<file path="src/rtl/bound_flasher_pkg.sv">
// Shared types and helpers for the bound-flasher sequencer.
//   state_t  : sequencer FSM states
//   cw()     : lit-count width for n lamps (holds 0..n)
//   pw()     : phase-index width for n phases (at least 1 bit)
//   tbl_get(): field p of a packed per-phase table of w-bit entries
//   tables_ok(): legality of the MAX/MIN phase tables
package bound_flasher_pkg;

  typedef enum logic [1:0] {
    IDLE,
    UP,
    DOWN
  } state_t;

  // Widest packed table: 8 phases x 7-bit counts (64 lamps).
  localparam int unsigned TBL_W = 56;

  function automatic int unsigned cw(input int unsigned n);
    return $clog2(n + 1);
  endfunction

  function automatic int unsigned pw(input int unsigned n);
    return (n <= 1) ? 1 : $clog2(n);
  endfunction

  function automatic int unsigned tbl_get(input logic [TBL_W-1:0] tbl,
                                          input int unsigned      p,
                                          input int unsigned      w);
    logic [TBL_W-1:0] v;
    v = (tbl >> (p * w)) & ((TBL_W'(1) << w) - TBL_W'(1));
    return v[31:0];
  endfunction

  // Each phase must rise above its floor without exceeding the bar, must
  // start its climb from a point below its peak, and the sequence must end dark.
  function automatic bit tables_ok(input logic [TBL_W-1:0] mx,
                                   input logic [TBL_W-1:0] mn,
                                   input int unsigned      np,
                                   input int unsigned      w,
                                   input int unsigned      nl);
    for (int unsigned p = 0; p < np; p++) begin
      if (!(tbl_get(mn, p, w) < tbl_get(mx, p, w))) return 1'b0;
      if (tbl_get(mx, p, w) > nl) return 1'b0;
      if (p > 0 && !(tbl_get(mn, p - 1, w) < tbl_get(mx, p, w))) return 1'b0;
    end
    if (tbl_get(mn, np - 1, w) != 0) return 1'b0;
    return 1'b1;
  endfunction

endpackage

</file>
<file path="src/rtl/bound_flasher_therm.sv">
// Lit count to thermometer decoder (purely combinational).
//   lit   : number of lamps lit, 0..N_LAMPS
//   lamps : lamps[i] = 1 iff i < lit
module bound_flasher_therm
  import bound_flasher_pkg::*;
#(
  parameter int unsigned N_LAMPS = 16
) (
  input  logic [cw(N_LAMPS)-1:0] lit,
  output logic [N_LAMPS-1:0]     lamps
);

  localparam int unsigned CW = cw(N_LAMPS);

  always_comb begin
    lamps = '0;
    for (int unsigned i = 0; i < N_LAMPS; i++) begin
      lamps[i] = (CW'(i) < lit);
    end
  end

endmodule

</file>
<file path="src/rtl/bound_flasher_seq.sv">
// Bound-flasher sequencer: walks a thermometer lamp bar through a table of
// up/down phases, with flick kick-back at the lit counts set in KICK_MASK.
//   clk, rst : clock, synchronous active-high reset
//   enb      : step strobe, one sequence step per enabled cycle
//   flag     : start request, honoured in IDLE only
//   flick    : kick-back request, honoured on UP steps only
//   lamps    : thermometer of the lit count
//   phase    : current phase index
//   busy     : sequence in progress
//   done     : one-cycle pulse after the final step
module bound_flasher_seq
  import bound_flasher_pkg::*;
#(
  parameter int unsigned                           N_LAMPS   = 16,
  parameter int unsigned                           N_PHASES  = 3,
  parameter logic [N_PHASES*cw(N_LAMPS)-1:0]       PHASE_MAX = {5'd16, 5'd11, 5'd6},
  parameter logic [N_PHASES*cw(N_LAMPS)-1:0]       PHASE_MIN = {5'd0, 5'd5, 5'd0},
  parameter logic [N_LAMPS:0]                      KICK_MASK = (N_LAMPS + 1)'(17'h0840)
) (
  input  logic                       clk,
  input  logic                       rst,
  input  logic                       enb,
  input  logic                       flag,
  input  logic                       flick,
  output logic [N_LAMPS-1:0]         lamps,
  output logic [pw(N_PHASES)-1:0]    phase,
  output logic                       busy,
  output logic                       done
);

  localparam int unsigned CW = cw(N_LAMPS);
  localparam int unsigned PW = pw(N_PHASES);

  if (N_LAMPS < 4 || N_LAMPS > 64) begin : g_bad_lamps
    $fatal(1, "bound_flasher_seq: N_LAMPS out of range 4..64");
  end
  if (N_PHASES < 1 || N_PHASES > 8) begin : g_bad_phases
    $fatal(1, "bound_flasher_seq: N_PHASES out of range 1..8");
  end
  if (!tables_ok(TBL_W'(PHASE_MAX), TBL_W'(PHASE_MIN), N_PHASES, CW, N_LAMPS)) begin : g_bad_tables
    $fatal(1, "bound_flasher_seq: illegal PHASE_MAX/PHASE_MIN table");
  end

  state_t          state_q;
  logic [CW-1:0]   lit_q;
  logic [PW-1:0]   phase_q;
  logic            rpt_q;
  logic            done_q;

  logic [CW-1:0]   max_p;
  logic [CW-1:0]   min_p;
  logic [CW-1:0]   lit_inc;
  logic [CW-1:0]   lit_dec;
  logic            kick;
  logic            turn;
  logic            end_desc;
  logic            rpt_next;
  logic            last_phase;

  always_comb begin
    max_p      = PHASE_MAX[int'(phase_q)*CW +: CW];
    min_p      = PHASE_MIN[int'(phase_q)*CW +: CW];
    lit_inc    = lit_q + CW'(1);
    lit_dec    = lit_q - CW'(1);
    kick       = flick & KICK_MASK[lit_q] & (lit_q > min_p);
    turn       = (state_q == UP) & ((lit_q == max_p) | kick);
    // A turnaround that lands straight on the floor also ends the descent.
    end_desc   = ((state_q == DOWN) | turn) & (lit_dec == min_p);
    rpt_next   = rpt_q | ((state_q == UP) & kick);
    last_phase = (phase_q == PW'(N_PHASES - 1));
  end

  always_ff @(posedge clk) begin
    if (rst) begin
      state_q <= IDLE;
      lit_q   <= '0;
      phase_q <= '0;
      rpt_q   <= 1'b0;
      done_q  <= 1'b0;
    end else begin
      done_q <= 1'b0;
      unique case (state_q)
        IDLE: begin
          if (flag) state_q <= UP;
        end
        UP, DOWN: begin
          if (enb) begin
            lit_q <= (state_q == UP && !turn) ? lit_inc : lit_dec;
            if (end_desc) begin
              if (rpt_next) begin
                rpt_q   <= 1'b0;
                state_q <= UP;
              end else if (last_phase) begin
                state_q <= IDLE;
                phase_q <= '0;
                done_q  <= 1'b1;
              end else begin
                phase_q <= phase_q + PW'(1);
                state_q <= UP;
              end
            end else if (turn) begin
              state_q <= DOWN;
              rpt_q   <= rpt_next;
            end
          end
        end
        default: state_q <= IDLE;
      endcase
    end
  end

  bound_flasher_therm #(
    .N_LAMPS (N_LAMPS)
  ) u_therm (
    .lit   (lit_q),
    .lamps (lamps)
  );

  assign phase = phase_q;
  assign busy  = (state_q != IDLE);
  assign done  = done_q;

endmodule

</file>
<file path="config.mk">
export PLATFORM = sky130hd
export DESIGN_NAME = bound_flasher_seq
export DESIGN_NICKNAME = d
export VERILOG_FILES = /design/src/rtl/bound_flasher_pkg.sv /design/src/rtl/bound_flasher_therm.sv /design/src/rtl/bound_flasher_seq.sv
export SDC_FILE = /design/constraint.sdc
export NUM_CORES = 1
export LEC_CHECK = 0
export ABC_AREA = 1
export CORE_MARGIN = 10
export CORE_UTILIZATION = 52
export DETAILED_ROUTE_END_ITERATION = 7
export PLACE_DENSITY = 0.8
export SYNTH_ARGS = -nofsm -noshare
export SYNTH_HDL_FRONTEND = slang
export SYNTH_HIERARCHICAL = 1
export SYNTH_SLANG_ARGS = --single-unit
</file>
<file path="constraint.sdc">
create_clock -name clk -period 2.15 [get_ports clk]
set_input_delay 0.3225 -clock clk [delete_from_list [all_inputs] [get_ports clk]]
set_output_delay 0.3225 -clock clk [all_outputs]
set_load 0.1 [all_outputs]
</file>
* Yosys cells after proc, flatten, opt, wreduce, memory -nomap -nowiden
Memory sizes are Yosys's and may differ from the RTL's. A register that Yosys moved wholly into a read port is not among the register bits.
Cells that the tools add are included.
** Cells by class
- $add $sub $neg :: 3
- $mul :: 1
- Magnitude comparators :: 18
- Eq/ne operators :: 9
- Shift operators :: 2
- Multiplexer cells :: 16
- Bitwise gates (word level) :: 12
- Reductions and logical operators :: 11
** Operators with widths (number)
- $lt 4x5->1 const A :: 8
- $shiftx 15x6->5 const A :: 2
- $lt 3x5->1 const A :: 4
- $mux 5 :: 3
- $eq 5x5->1 :: 2
- $lt 1x5->1 const A :: 2
- $lt 2x5->1 const A :: 2
- $mux 2 :: 5
- $reduce_and 4->1 :: 2
- $mux 1 :: 7
- $lt 5x6->1 const B :: 1
- $add 5x1->5 const B :: 1
- $and 1x1->1 :: 5
- $gt 5x5->1 :: 1
- $mul 2x3->5 const B :: 1
- $reduce_or 5->1 :: 1
- $sub 5x1->5 const B :: 1
- $eq 2x2->1 const B :: 2
- $ne 2x2->1 const B :: 2
- $not 1->1 :: 4
- $pmux 2 s2 :: 1
- $reduce_bool 2->1 :: 2
- $ne 3x3->1 const B :: 1
- $or 1x1->1 :: 3
- other kinds (9) :: 9
** Word-level totals
- Register bits after elaboration :: 11
- Bits in read-only memories :: 32
- Bits of input ports :: 5
- Logic and storage cells :: 78
- Memories kept :: 1
** Memories
- (no name shown) :: depth 32, width 1, read ports 1, clocked after Yosys merged registers in 1, wr ports 0, line bound_flasher_seq.sv:65 : kick = flick & KICK_MASK[lit_q] & (lit_q > min_p);

* Logic depth before layout (Yosys ltp)
Gate-level depths: netlist (run 1).
- Depth in word-level cells :: 11
- Depth in mapped cells :: 19
- Gate-level depth less buffers :: 19

* Modules after synthesis
The synthesis (run 1) kept the hierarchy.
** Modules (own cells, without submodules)
- bound_flasher_seq :: times used 1, cells each 181, area each 1156.1 um2, sequential area each 240.2 um2
- bound_flasher_therm :: times used 1, cells each 35, area each 166.4 um2, sequential area each 0.0 um2

* Worst setup path before layout (run 1)
No wires, ideal clock.
- Path kind :: register to output
- From :: register lit_q[1]
- To :: output lamps[14]
- Arrival time :: 2.715 ns
- Data required time :: 1.827 ns
- Setup slack :: -0.888 ns
- Cell stages (with the launch flop) :: 3
- Buffers on the path :: 0
- Cells stage by stage :: dfxtp_1 -> nand3_1 -> o21ai_0
** On the way
- Cells in the longest elaborated chain, start to end :: 1
** RTL lines
- start, declared :: line bound_flasher_seq.sv:45 : logic [CW-1:0] lit_q;
- start signal, assigned :: line bound_flasher_seq.sv:88 : lit_q <= (state_q == UP && !turn) ? lit_inc : lit_dec;
- $lt 4x5->1 :: line bound_flasher_therm.sv:18 : lamps[i] = (CW'(i) < lit);
- end, declared :: line bound_flasher_seq.sv:25 : output logic [N_LAMPS-1:0] lamps,
Every way passes these cells.

* Worst setup path in the final report (run 1)
- From :: register phase_q[1], in the netlist phase[1]
- To :: register phase_q[0], in the netlist phase[0]
** On the way
- Cells in the longest elaborated chain, start to end :: 9
- Elaborated cells between the ends (all ways) :: 17
- Classes of those cells :: 1 x mul; 1 x order compare; 3 x eq/ne; 2 x shift; 1 x mux; 8 x bitwise; 1 x reduce/logical
** RTL lines
- start, declared :: line bound_flasher_seq.sv:46 : logic [PW-1:0] phase_q;
- start signal, assigned :: line bound_flasher_seq.sv:98 : phase_q <= phase_q + PW'(1);
- $mul 2x3->5 :: line bound_flasher_seq.sv:61, bound_flasher_seq.sv:62
- $shiftx 15x6->5 :: line bound_flasher_seq.sv:62 : min_p = PHASE_MIN[int'(phase_q)*CW +: CW];
- $gt 5x5->1 :: line bound_flasher_seq.sv:65
- $and 1x1->1 :: line bound_flasher_seq.sv:65
- $or 1x1->1 :: line bound_flasher_seq.sv:66 : turn = (state_q == UP) & ((lit_q == max_p) | kick);
- $and 1x1->1 :: line bound_flasher_seq.sv:66
- $or 1x1->1 :: line bound_flasher_seq.sv:68 : end_desc = ((state_q == DOWN) | turn) & (lit_dec == min_p);
- $and 1x1->1 :: line bound_flasher_seq.sv:68
- $reduce_and 4->1 (no source line)
Several ways; a longest one is shown, not always the timed one.
A chain may end at the register's enable or synchronous reset.

==> results of run 1 <==
==> synthesized netlist by cell type (all sizes together) <==
| cell type | number | area [µm²] |
|---|---|---|
| a21oi | 5 | 28.78 |
| buf | 2 | 12.51 |
| clkbuf | 1 | 25.02 |
| dfxtp | 12 | 240.2 |
| ha | 8 | 100.1 |
| inv | 40 | 152.7 |
| nand2 | 72 | 325.3 |
| nand3 | 24 | 137.6 |
| nand3b | 1 | 11.26 |
| nand4 | 7 | 43.79 |
| nor2 | 27 | 128.9 |
| nor3 | 1 | 10.01 |
| o211ai | 1 | 7.510 |
| o21ai | 10 | 57.56 |
| or2 | 1 | 6.260 |
| xor2 | 4 | 35.03 |
==> metal layers <==
layer / up-vias / part of all wire
li1: 733 / -
met1: 628 / 0.43
met2: 49 / 0.48
met3: 7 / 0.067
met4: 0 / 0.021
met5: - / 0
==> worst max path at each step <==
stage            endpoint  slack (ps)
2_1_floorplan   lamps[14]        -130
3_3_place_gp     phase[0]         170
3_5_place_dp     phase[0]         160
4_1_cts          phase[0]         140
5_1_grt        state_q[0]          -2
6_report         phase[0]         180
==> what timing repair did <==
| item | CTS | global route |
|---|---|---|
| setup buffers | 0 | 1 |
| gates resized for setup | 0 | 4 |
| endpoints found under the setup margin | 0 | 5 |
==> logic make-up (layout without fill, tap and decap cells) <==
logic type,Yosys count,count (layout),share of synthesized area
XOR/XNOR,4,4,0.02649
AO/OA/AOI/OAI,16,16,0.07096
AND/OR/NAND/NOR,133,133,0.5014
buffers and inverters,43,72,0.1438
flip-flops,12,12,0.1816
adder cells (fa/ha/maj),8,8,0.07569
==> state kept, by name, indices dropped and copies added, names as in the netlist, named ones only <==
name and cells:
lit_q 5, done 1, rpt_q 1, state_q 2
phase 2
==> critical path: stages, from the launching register on <==
cell and delay (ps):
sky130_fd_sc_hd__dfxtp_4 390, sky130_fd_sc_hd__inv_2 50, sky130_fd_sc_hd__nand2_2 70, sky130_fd_sc_hd__inv_2 60, sky130_fd_sc_hd__ha_1 330, sky130_fd_sc_hd__nand3_2 100, sky130_fd_sc_hd__nor2_4 130, sky130_fd_sc_hd__nand2_4 100
sky130_fd_sc_hd__nand2_4 80, sky130_fd_sc_hd__nand2_4 60, sky130_fd_sc_hd__nand2_4 90, sky130_fd_sc_hd__nand3b_2 100, sky130_fd_sc_hd__nor2_4 110, sky130_fd_sc_hd__inv_2 60, sky130_fd_sc_hd__nor2_1 80, sky130_fd_sc_hd__nor2_1 50
==> area by class of cell <==
class | count | area, µm²
Sequential cell | 12 | 255.2
Multi-Input combinational cell | 161 | 913.4
Fill cell | 197 | 636.9
Tap cell | 30 | 37.54
Inverter | 40 | 155.1
Timing Repair Buffer | 28 | 420.4
Clock buffer | 4 | 36.28
==> metrics by stage <==
stage / worst slack [ps] / TNS [ps] / instance area, µm² / instances
global route: -2.457 / -2.457 / 1818 / 275
finish: 175.2 / 0 / 1818 / 275
CTS: 139.0 / 0 / 1795 / 274
floorplan: -133.7 / -193.3 / 1346 / 216
detailed placement: 158.3 / 0 / 1759 / 270
global placement: 170.7 / 0 / 1759 / 270
==> run metrics, run 1 <==
hold worst-path end rpt_q; number of levels the H-tree was split into 1; max_slew headroom 0.7108; total DRC errors in the routed layout 0; met3 layer usage reported by global route 0.02260; worst reg2reg path startpoint phase[1]; signed area change from the synthesized netlist to the final layout 37.46%; DR WL/cell 12.26 µm; combined area of all synthesized cells 0.001323 mm²; internal reg-to-reg setup slack 180 ps; Max Transition Viols Final 0; net count after synthesis 229; clock buffer depth 2; average cell area after synthesis 6.123 µm²; maximum number of pins on one net before global-route repair 15; number of I/O pins 25; part of the cycle the worst path needs 0.9185; kind of start point of the critical path flop; crit end category flop; routability congestion estimate from global placement 0.9147; Root Driver sky130_fd_sc_hd__clkbuf_4; worst-skew pair later-pin latency 280 ps; layer with the highest usage met2; Seq cells post-synth 12; Register-to-Register Path Depth 15; depth of the worst hold-timing path 2; final hold viol count 0; Post-Syn Instances 216; max capacitance violation total 0; final critical path time including I/O delays and setup 1975 ps; Critical Path AT 2150 ps; critical setup path kind reg2reg; CORE AREA 0.002455 mm²; most frequent cells in the layout sky130_fd_sc_hd__nand2_1 (59), sky130_fd_sc_hd__inv_1 (31), sky130_fd_sc_hd__nand3_1 (21); TritonCTS Sinks 12; global-route wire length before repair 5816 µm; layout cells sized above 1 0.2898; global routing usage on met1 0.1461; initial antenna violation count 0; most common cell after layout, fill and taps aside sky130_fd_sc_hd__nand2_1; nets@finish 259; M2 GR Usage 0.2375; clock tree from TritonCTS done; count of cell types in the netlist 27; worst min-delay path startpoint rpt_q; starting density of the core 0.5387; vias in the first global route 1374; Post-DRT Antenna Nets 0; post-synthesis sequential area ratio 0.1816; Final setup violation count 0; hold slack final 481.2 ps; number of antenna repair diodes 0; result of the run completed; yosys warns 6; total of buffers placed on input and output ports 24; global route overflow 0; CTS buffer count 3; critical-path maximum fanout 8; FP Rows 18; clock-pin slew on the worst setup and hold paths 70 ps; iteration count of the initial detailed-routing pass 4; actual slew at the worst max-slew pin 433.9 ps; number of buffers inserted by hold repair at cts 0; chip height 70.43 µm; Hold/Removal Path Class reg2reg; Die ar. 0.004960 mm²; total routing resource utilization after global routing 0.1346; Die X 70.43 µm; via density per instance 5.153; DRT iter0 DRCs 77; maximum frequency from static timing analysis 506.4 MHz; destination of the worst register-to-register timing path phase[0]; final clock skew 3.740 ps; origin of the worst setup path phase[1]; post-layout util 0.7406; HPWL Detailed 2716 µm; worst endpoint required time 2330 ps; total vias in the final route 1417; wire length after detailed routing 3372 µm
Power of run 1 is not shown: default switching activity piles up to over one toggle a cycle in this logic, so the estimate is an artifact.
==> run 2, diff against run 1 <==
Settings changed: ABC_AREA 1 to not set, CORE_UTILIZATION 52 to 51, CTS_CLUSTER_SIZE set to 16.
==> run 2 against run 1 <==
Count of clock-buffer cells in the layout is the same. Core utilization grew 22 points. Area after synthesis shrank 7.9%. Global-route usage grew 13 points. Cell area grew 18%. Cell count shrank 12%. Setup slack lost 770 ps. The flow now finishes with violations (DRC, setup timing). Clock skew grew 0.91 ps. Critical path depth shrank 6. Die area shrank 4.4%. Worst hold slack gained 110 ps. Synthesized cell count shrank 31%.
==> run metrics, run 2 <==
result of the run finished with violations; violated checks DRC, setup timing; Crit-path slowest cell sky130_fd_sc_hd__a211oi_2; global-route wire length before repair 9404 µm (+62%); TritonCTS Sinks 12 (unchanged); most frequent cell after synthesis sky130_fd_sc_hd__nand2_1; maximum frequency from static timing analysis 364.0 MHz (-28%); clock-pin slew on the worst setup and hold paths 90 ps (+20 ps); total of buffers placed on input and output ports 24 (unchanged); average cell area after synthesis 8.171 µm² (+33%); vias in the first global route 1712 (+25%); number of I/O pins 25 (unchanged); via density per instance 7.083 (+37%); kind of start point of the critical path flop; number of antenna repair diodes 0 (unchanged); Seq cells post-synth 12 (unchanged); global route overflow 0 (unchanged); max capacitance violation total 0 (unchanged); total routing resource utilization after global routing 0.2682 (+0.1336); clock buffer depth 2 (unchanged); post-route worst setup slack -597.6 ps (-772.8 ps); proportion of register bits with asynchronous set or reset after synthesis 0 (unchanged); final critical path time including I/O delays and setup 2748 ps (+772.8 ps); HPWL Detailed 3914 µm (+44%); layout cells sized above 1 0.5327 (+0.2429); combined area of all synthesized cells 0.001217 mm² (-7.9%); iteration count of the initial detailed-routing pass 7 (+3); Die X 68.86 µm (-2.2%); crit path cell chain nand2b_4 > ha_4 > a211oi_2 > o211ai_2 > buf_4 > or3_4 > a21oi_2 > mux2_4 > a2111oi_4; nets@finish 228 (-12%); worst endpoint required time 2350 ps (+20 ps); wire length after detailed routing 6517 µm (+93%); prevailing post-synth register cell sky130_fd_sc_hd__dfxtp_1; CORE AREA 0.002233 mm² (-9.0%); Final setup violation count 11 (+11); initial antenna violation count 0 (unchanged); most common cell after layout, fill and taps aside sky130_fd_sc_hd__buf_4; critical-path maximum fanout 3 (-5); DR WL/cell 26.93 µm (+120%); post-synthesis sequential area ratio 0.1973 (+0.01568); biggest area contributors in the synthesized netlist sky130_fd_sc_hd__dfxtp_1 (20%), sky130_fd_sc_hd__ha_1 (8.2%), sky130_fd_sc_hd__nand2_1 (4.0%); Max Transition Viols Final 0 (unchanged); FP Rows 17 (-1); actual slew at the worst max-slew pin 356.9 ps (-76.94 ps); routability congestion estimate from global placement 0.9641 (+5.4%); worst-skew pair later-pin latency 300 ps (+20 ps); chip height 68.86 µm (-2.2%); slowest stage delay, CP 360 ps (-30 ps); number of levels the H-tree was split into 1 (unchanged); crit end category flop; count of cell types in the netlist 53 (+96%); post-layout util 0.9569 (+0.2163); number of flip-flops in the largest register 5 (unchanged); CTS buffer count 3 (unchanged); max_slew headroom 0.7598 (+0.04910); CP bufs+invs 1 (-2); net count after synthesis 162 (-29%); Post-DRT Antenna Nets 0 (unchanged); clock tree from TritonCTS done; Root Driver sky130_fd_sc_hd__clkbuf_4; yosys warns 6 (unchanged); Most flops, register lit_q; final clock skew 4.654 ps (+0.9141 ps); biggest area consumer among synthesized cells sky130_fd_sc_hd__dfxtp_1; number of buffers inserted by hold repair at cts 0 (unchanged); starting density of the core 0.5451 (+0.006362); Die ar. 0.004741 mm² (-4.4%); part of the cycle the worst path needs 1.278 (+0.3595); Critical Path AT 2950 ps (+800 ps); maximum number of pins on one net before global-route repair 17 (+2); final hold viol count 0 (unchanged); area share of the largest cell type after synthesis 0.1973 (+0.01568); total vias in the final route 1714 (+21%); leading post-synthesis cells by instance count sky130_fd_sc_hd__nand2_1 (13), sky130_fd_sc_hd__dfxtp_1 (12), sky130_fd_sc_hd__inv_1 (10); most frequent cells in the layout sky130_fd_sc_hd__buf_4 (47), sky130_fd_sc_hd__buf_12 (17), sky130_fd_sc_hd__nand2_1 (12); critical setup path kind reg2reg; EDFF count, synth 0 (unchanged); DRT iter0 DRCs 247 (+220%); signed area change from the synthesized netlist to the final layout 75.54%; Hold/Removal Path Class reg2reg; delay-heaviest family, CP compound AO/OA/AOI/OAI gates; setup repair after global routing missed its margin yes; Post-Syn Instances 149 (-31%); total DRC errors in the routed layout 1 (+1)
run 2: changes by cell type after synthesis, moves of 4 or more:
| cell | previous run | this run |
|---|---|---|
| sky130_fd_sc_hd__a21o_1 | 0 | 4 |
| sky130_fd_sc_hd__inv_1 | 33 | 10 |
| sky130_fd_sc_hd__inv_2 | 6 | 0 |
| sky130_fd_sc_hd__nand2_1 | 60 | 13 |
| sky130_fd_sc_hd__nand2_2 | 7 | 0 |
| sky130_fd_sc_hd__nand2_4 | 5 | 0 |
| sky130_fd_sc_hd__nand2b_1 | 0 | 7 |
| sky130_fd_sc_hd__nand3_1 | 22 | 4 |
| sky130_fd_sc_hd__nand3b_1 | 0 | 4 |
| sky130_fd_sc_hd__nand4_1 | 7 | 2 |
| sky130_fd_sc_hd__nor2_1 | 22 | 8 |
| sky130_fd_sc_hd__nor2b_1 | 0 | 4 |
run 2: path summary, 6_finish.rpt:
path,to,start,slack [ps],cells after the start
worst max-delay path,flop,phase[1],-600,9
worst min-delay path,rpt_q,rpt_q,600,2
worst max register to register,flop,phase[1],-600,9
worst min register to register,rpt_q,rpt_q,600,2
run 2: cell families (layout without fill, tap and decap cells):
| logic type | count (synthesis) | count (layout) | share of synthesized area |
|---|---|---|---|
| and+or+nand+nor | 57 | 57 | 0.2611 |
| adders and majority gates | 8 | 8 | 0.08222 |
| buffers and inverters | 21 | 86 | 0.1079 |
| xor gates and xnor gates | 4 | 4 | 0.02878 |
| DFF | 12 | 12 | 0.1973 |
| AOI/OAI and AO/OA | 44 | 44 | 0.2970 |
| muxes | 3 | 3 | 0.02569 |
run 2: worst register-to-register path: stages (launching register included):
cell and delay, ps:
sky130_fd_sc_hd__dfxtp_4 350, sky130_fd_sc_hd__nand2b_4 160, sky130_fd_sc_hd__ha_4 240, sky130_fd_sc_hd__a211oi_2 360, sky130_fd_sc_hd__o211ai_2 150, sky130_fd_sc_hd__buf_4 170, sky130_fd_sc_hd__or3_4 330, sky130_fd_sc_hd__a21oi_2 200
sky130_fd_sc_hd__mux2_4 350, sky130_fd_sc_hd__a2111oi_4 330
run 2: cell type report:
type | count | area (µm²)
Clock buffer | 4 | 36.28
Fill cell | 57 | 96.34
Inverter | 10 | 37.54
Multi-Input combinational cell | 116 | 999.7
Sequential cell | 12 | 250.2
Tap cell | 28 | 35.03
Timing Repair Buffer | 72 | 778.2
run 2: layer usage:
layer	up-vias	global-route usage	share of wire
met5	-	0	0
met4	0	0.2020	0.092
met3	70	0.05797	0.12
met2	182	0.4521	0.46
met1	782	0.2865	0.33
li1	680	-	-
run 2: what timing repair did:
| action | CTS | global route |
|---|---|---|
| endpoints found under the setup margin | 12 | 18 |
| setup buffers | 4 | 0 |
| resized for setup | 8 | 13 |
| pin swaps | 5 | 9 |
run 2: per-stage QoR:
step | TNS (ps) | cells | setup WS, ps | area, µm² | hold WS [ps]
after floorplan | -1716 | 149 | -532.0 | 1311 | 461.0
after global placement | -499.6 | 234 | -229.8 | 1982 | 470.9
after detailed placement | -1648 | 234 | -460.4 | 1982 | 499.3
after CTS | -2351 | 242 | -581.2 | 2082 | 538.5
after global routing | -3423 | 242 | -638.8 | 2137 | 616.9
final | -2888 | 242 | -597.6 | 2137 | 595.5
Power of run 2 is left out for the same reason.
==> run 3, diff against run 2 <==
Settings changed: CAP_MARGIN set to 20, CORE_UTILIZATION 51 to 50, PLACE_DENSITY 0.8 to 0.78.
==> run 3 against run 2 <==
The run ends with setup timing left. Worst hold slack gained 28 ps. Count of clock-buffer cells in the layout stayed put. Core utilization increased by 1.3 points. First-iteration DRC count is 21% higher. Via count increased by 0.88%. Cell area grew 3.3%. Flip-flop and latch count is the same. Wire length barely moved. Non-clock buffer count rose by 2. Clock skew rose by 15 ps. Critical path type unchanged.
==> run metrics, run 3 (synthesis results as in run 2) <==
maximum frequency from static timing analysis 364.0 MHz (about the same); Die ar. 0.004809 mm² (+1.4%); Crit-path slowest cell sky130_fd_sc_hd__a211o_1; vias in the first global route 1596 (-6.8%); starting density of the core 0.5349 (-0.01019); Final setup violation count 12 (+1); Max Transition Viols Final 0 (unchanged); TritonCTS Sinks 12 (unchanged); crit end category flop; clock-pin slew on the worst setup and hold paths 100 ps (about the same); global route overflow 0 (unchanged); total of buffers placed on input and output ports 24 (unchanged); origin of the worst setup path phase[1]; DR WL/cell 26.69 µm (-0.90%); initial antenna violation count 0 (unchanged); critical setup path kind reg2reg; maximum number of pins on one net before global-route repair 23 (+6); CTS buffer count 3 (unchanged); via density per instance 7.086 (about the same); nets@finish 230 (+0.88%); total vias in the final route 1729 (+0.88%); post-route worst setup slack -596.9 ps (+0.6830 ps); chip height 69.35 µm (+0.71%); clock tree from TritonCTS done; CP bufs+invs 1 (unchanged); kind of start point of the critical path flop; worst reg2reg path startpoint phase[1]; most frequent cells in the layout sky130_fd_sc_hd__buf_4 (46), sky130_fd_sc_hd__buf_12 (17), sky130_fd_sc_hd__nand2_1 (13); number of flip-flops in the largest register 5 (unchanged); number of buffers inserted by hold repair at cts 0 (unchanged); worst endpoint required time 2330 ps (-20 ps); total DRC errors in the routed layout 0 (-1); Most flops, register lit_q; DRT iter0 DRCs 298 (+21%); worst-skew pair later-pin latency 290 ps (about the same); final critical path time including I/O delays and setup 2747 ps (-0.6830 ps); violated checks setup timing; number of I/O pins 25 (unchanged); final instance count without filler cells 244 (+0.83%); FP Rows 17 (unchanged); worst min-delay path startpoint phase[0]; post-layout util 0.9703 (+0.01345); iteration count of the initial detailed-routing pass 5 (-2); Root Driver sky130_fd_sc_hd__clkbuf_4; most common cell after layout, fill and taps aside sky130_fd_sc_hd__buf_4; HPWL Detailed 3186 µm (-19%); signed area change from the synthesized netlist to the final layout 81.40%; Post-DRT Antenna Nets 0 (unchanged); max_slew headroom 0.6569 (-0.1029); result of the run finished with violations; clock buffer depth 2 (unchanged); global-route wire length before repair 8114 µm (-14%); total routing resource utilization after global routing 0.2019 (-0.06628); part of the cycle the worst path needs 1.278 (about the same); FILL cells 36 (-37%); Hold/Removal Path Class reg2reg; routability congestion estimate from global placement 0.9347 (-3.0%); pre-CTS WS -325.8 ps (+134.6 ps); delay-heaviest family, CP compound AO/OA/AOI/OAI gates; number of levels the H-tree was split into 1 (unchanged); final hold viol count 0 (unchanged); number of antenna repair diodes 0 (unchanged); critical-path maximum fanout 5 (+2); placed instance count 232 (-0.85%); wire length after detailed routing 6512 µm (about the same); setup repair after global routing missed its margin yes; layout cells sized above 1 0.5602 (+0.02747); slowest stage delay, CP 370 ps (about the same); max capacitance violation total 0 (unchanged); Die X 69.35 µm (+0.71%); Critical Path AT 2920 ps (-30 ps); crit path cell chain nand2b_4 > ha_4 > nor2b_4 > o2111ai_2 > o211ai_2 > buf_4 > o211ai_1 > nand3_1 > a211o_1 > a2111oi_4; actual slew at the worst max-slew pin 512.7 ps (+155.8 ps); CORE AREA 0.002276 mm² (+1.9%); final clock skew 19.72 ps (+15.07 ps)
## run 3: timing repair
| item | in CTS | in global routing |
|---|---|---|
| gates resized for setup | 16 | 18 |
| buffers inserted | 6 | 4 |
| pin swaps | 13 | 16 |
| endpoints found under the setup margin | 9 | 14 |
## run 3: worst min-delay path: stages (launching register included)
cell	delay, ps
sky130_fd_sc_hd__dfxtp_4	380
sky130_fd_sc_hd__buf_6	140
sky130_fd_sc_hd__nor4_4	60
## run 3: area by class of cell
cell class | count | area, µm² | share of cell area
flip-flops and latches | 12 | 252.7 | 0.1144
multi-input cells | 116 | 1052 | 0.4765
repair buffers | 74 | 804.5 | 0.3643
well taps | 28 | 35.03 | 0.01586
inverters | 10 | 37.54 | 0.01700
clock buffers | 4 | 26.28 | 0.01190
## run 3: per-layer routing
metal / vias to the layer above / track usage / part of all wire
li1: 678 / - / -
met1: 785 / 0.2228 / 0.35
met2: 207 / 0.3417 / 0.46
met3: 59 / 0.05136 / 0.12
met4: 0 / 0.1109 / 0.078
met5: - / 0 / 0
## run 3: metrics by stage
stage / hold WS, ps / area, µm² / setup TNS (ps)
2_1_floorplan: 461.0 / 1311 / -1716
3_3_place_gp: 480.3 / 1967 / -663.7
3_5_place_dp: 487.6 / 1967 / -1256
4_1_cts: 522.4 / 2102 / -813.7
5_1_grt: 626.2 / 2208 / -3146
6_report: 623.2 / 2208 / -2504
## run 3: final timing paths
path	end	cells past startpoint	slack, ps
max	flop	10	-600
min	done	2	620
max reg2reg	flop	10	-600
min reg2reg	done	2	620
Power of run 3 is left out for the same reason.
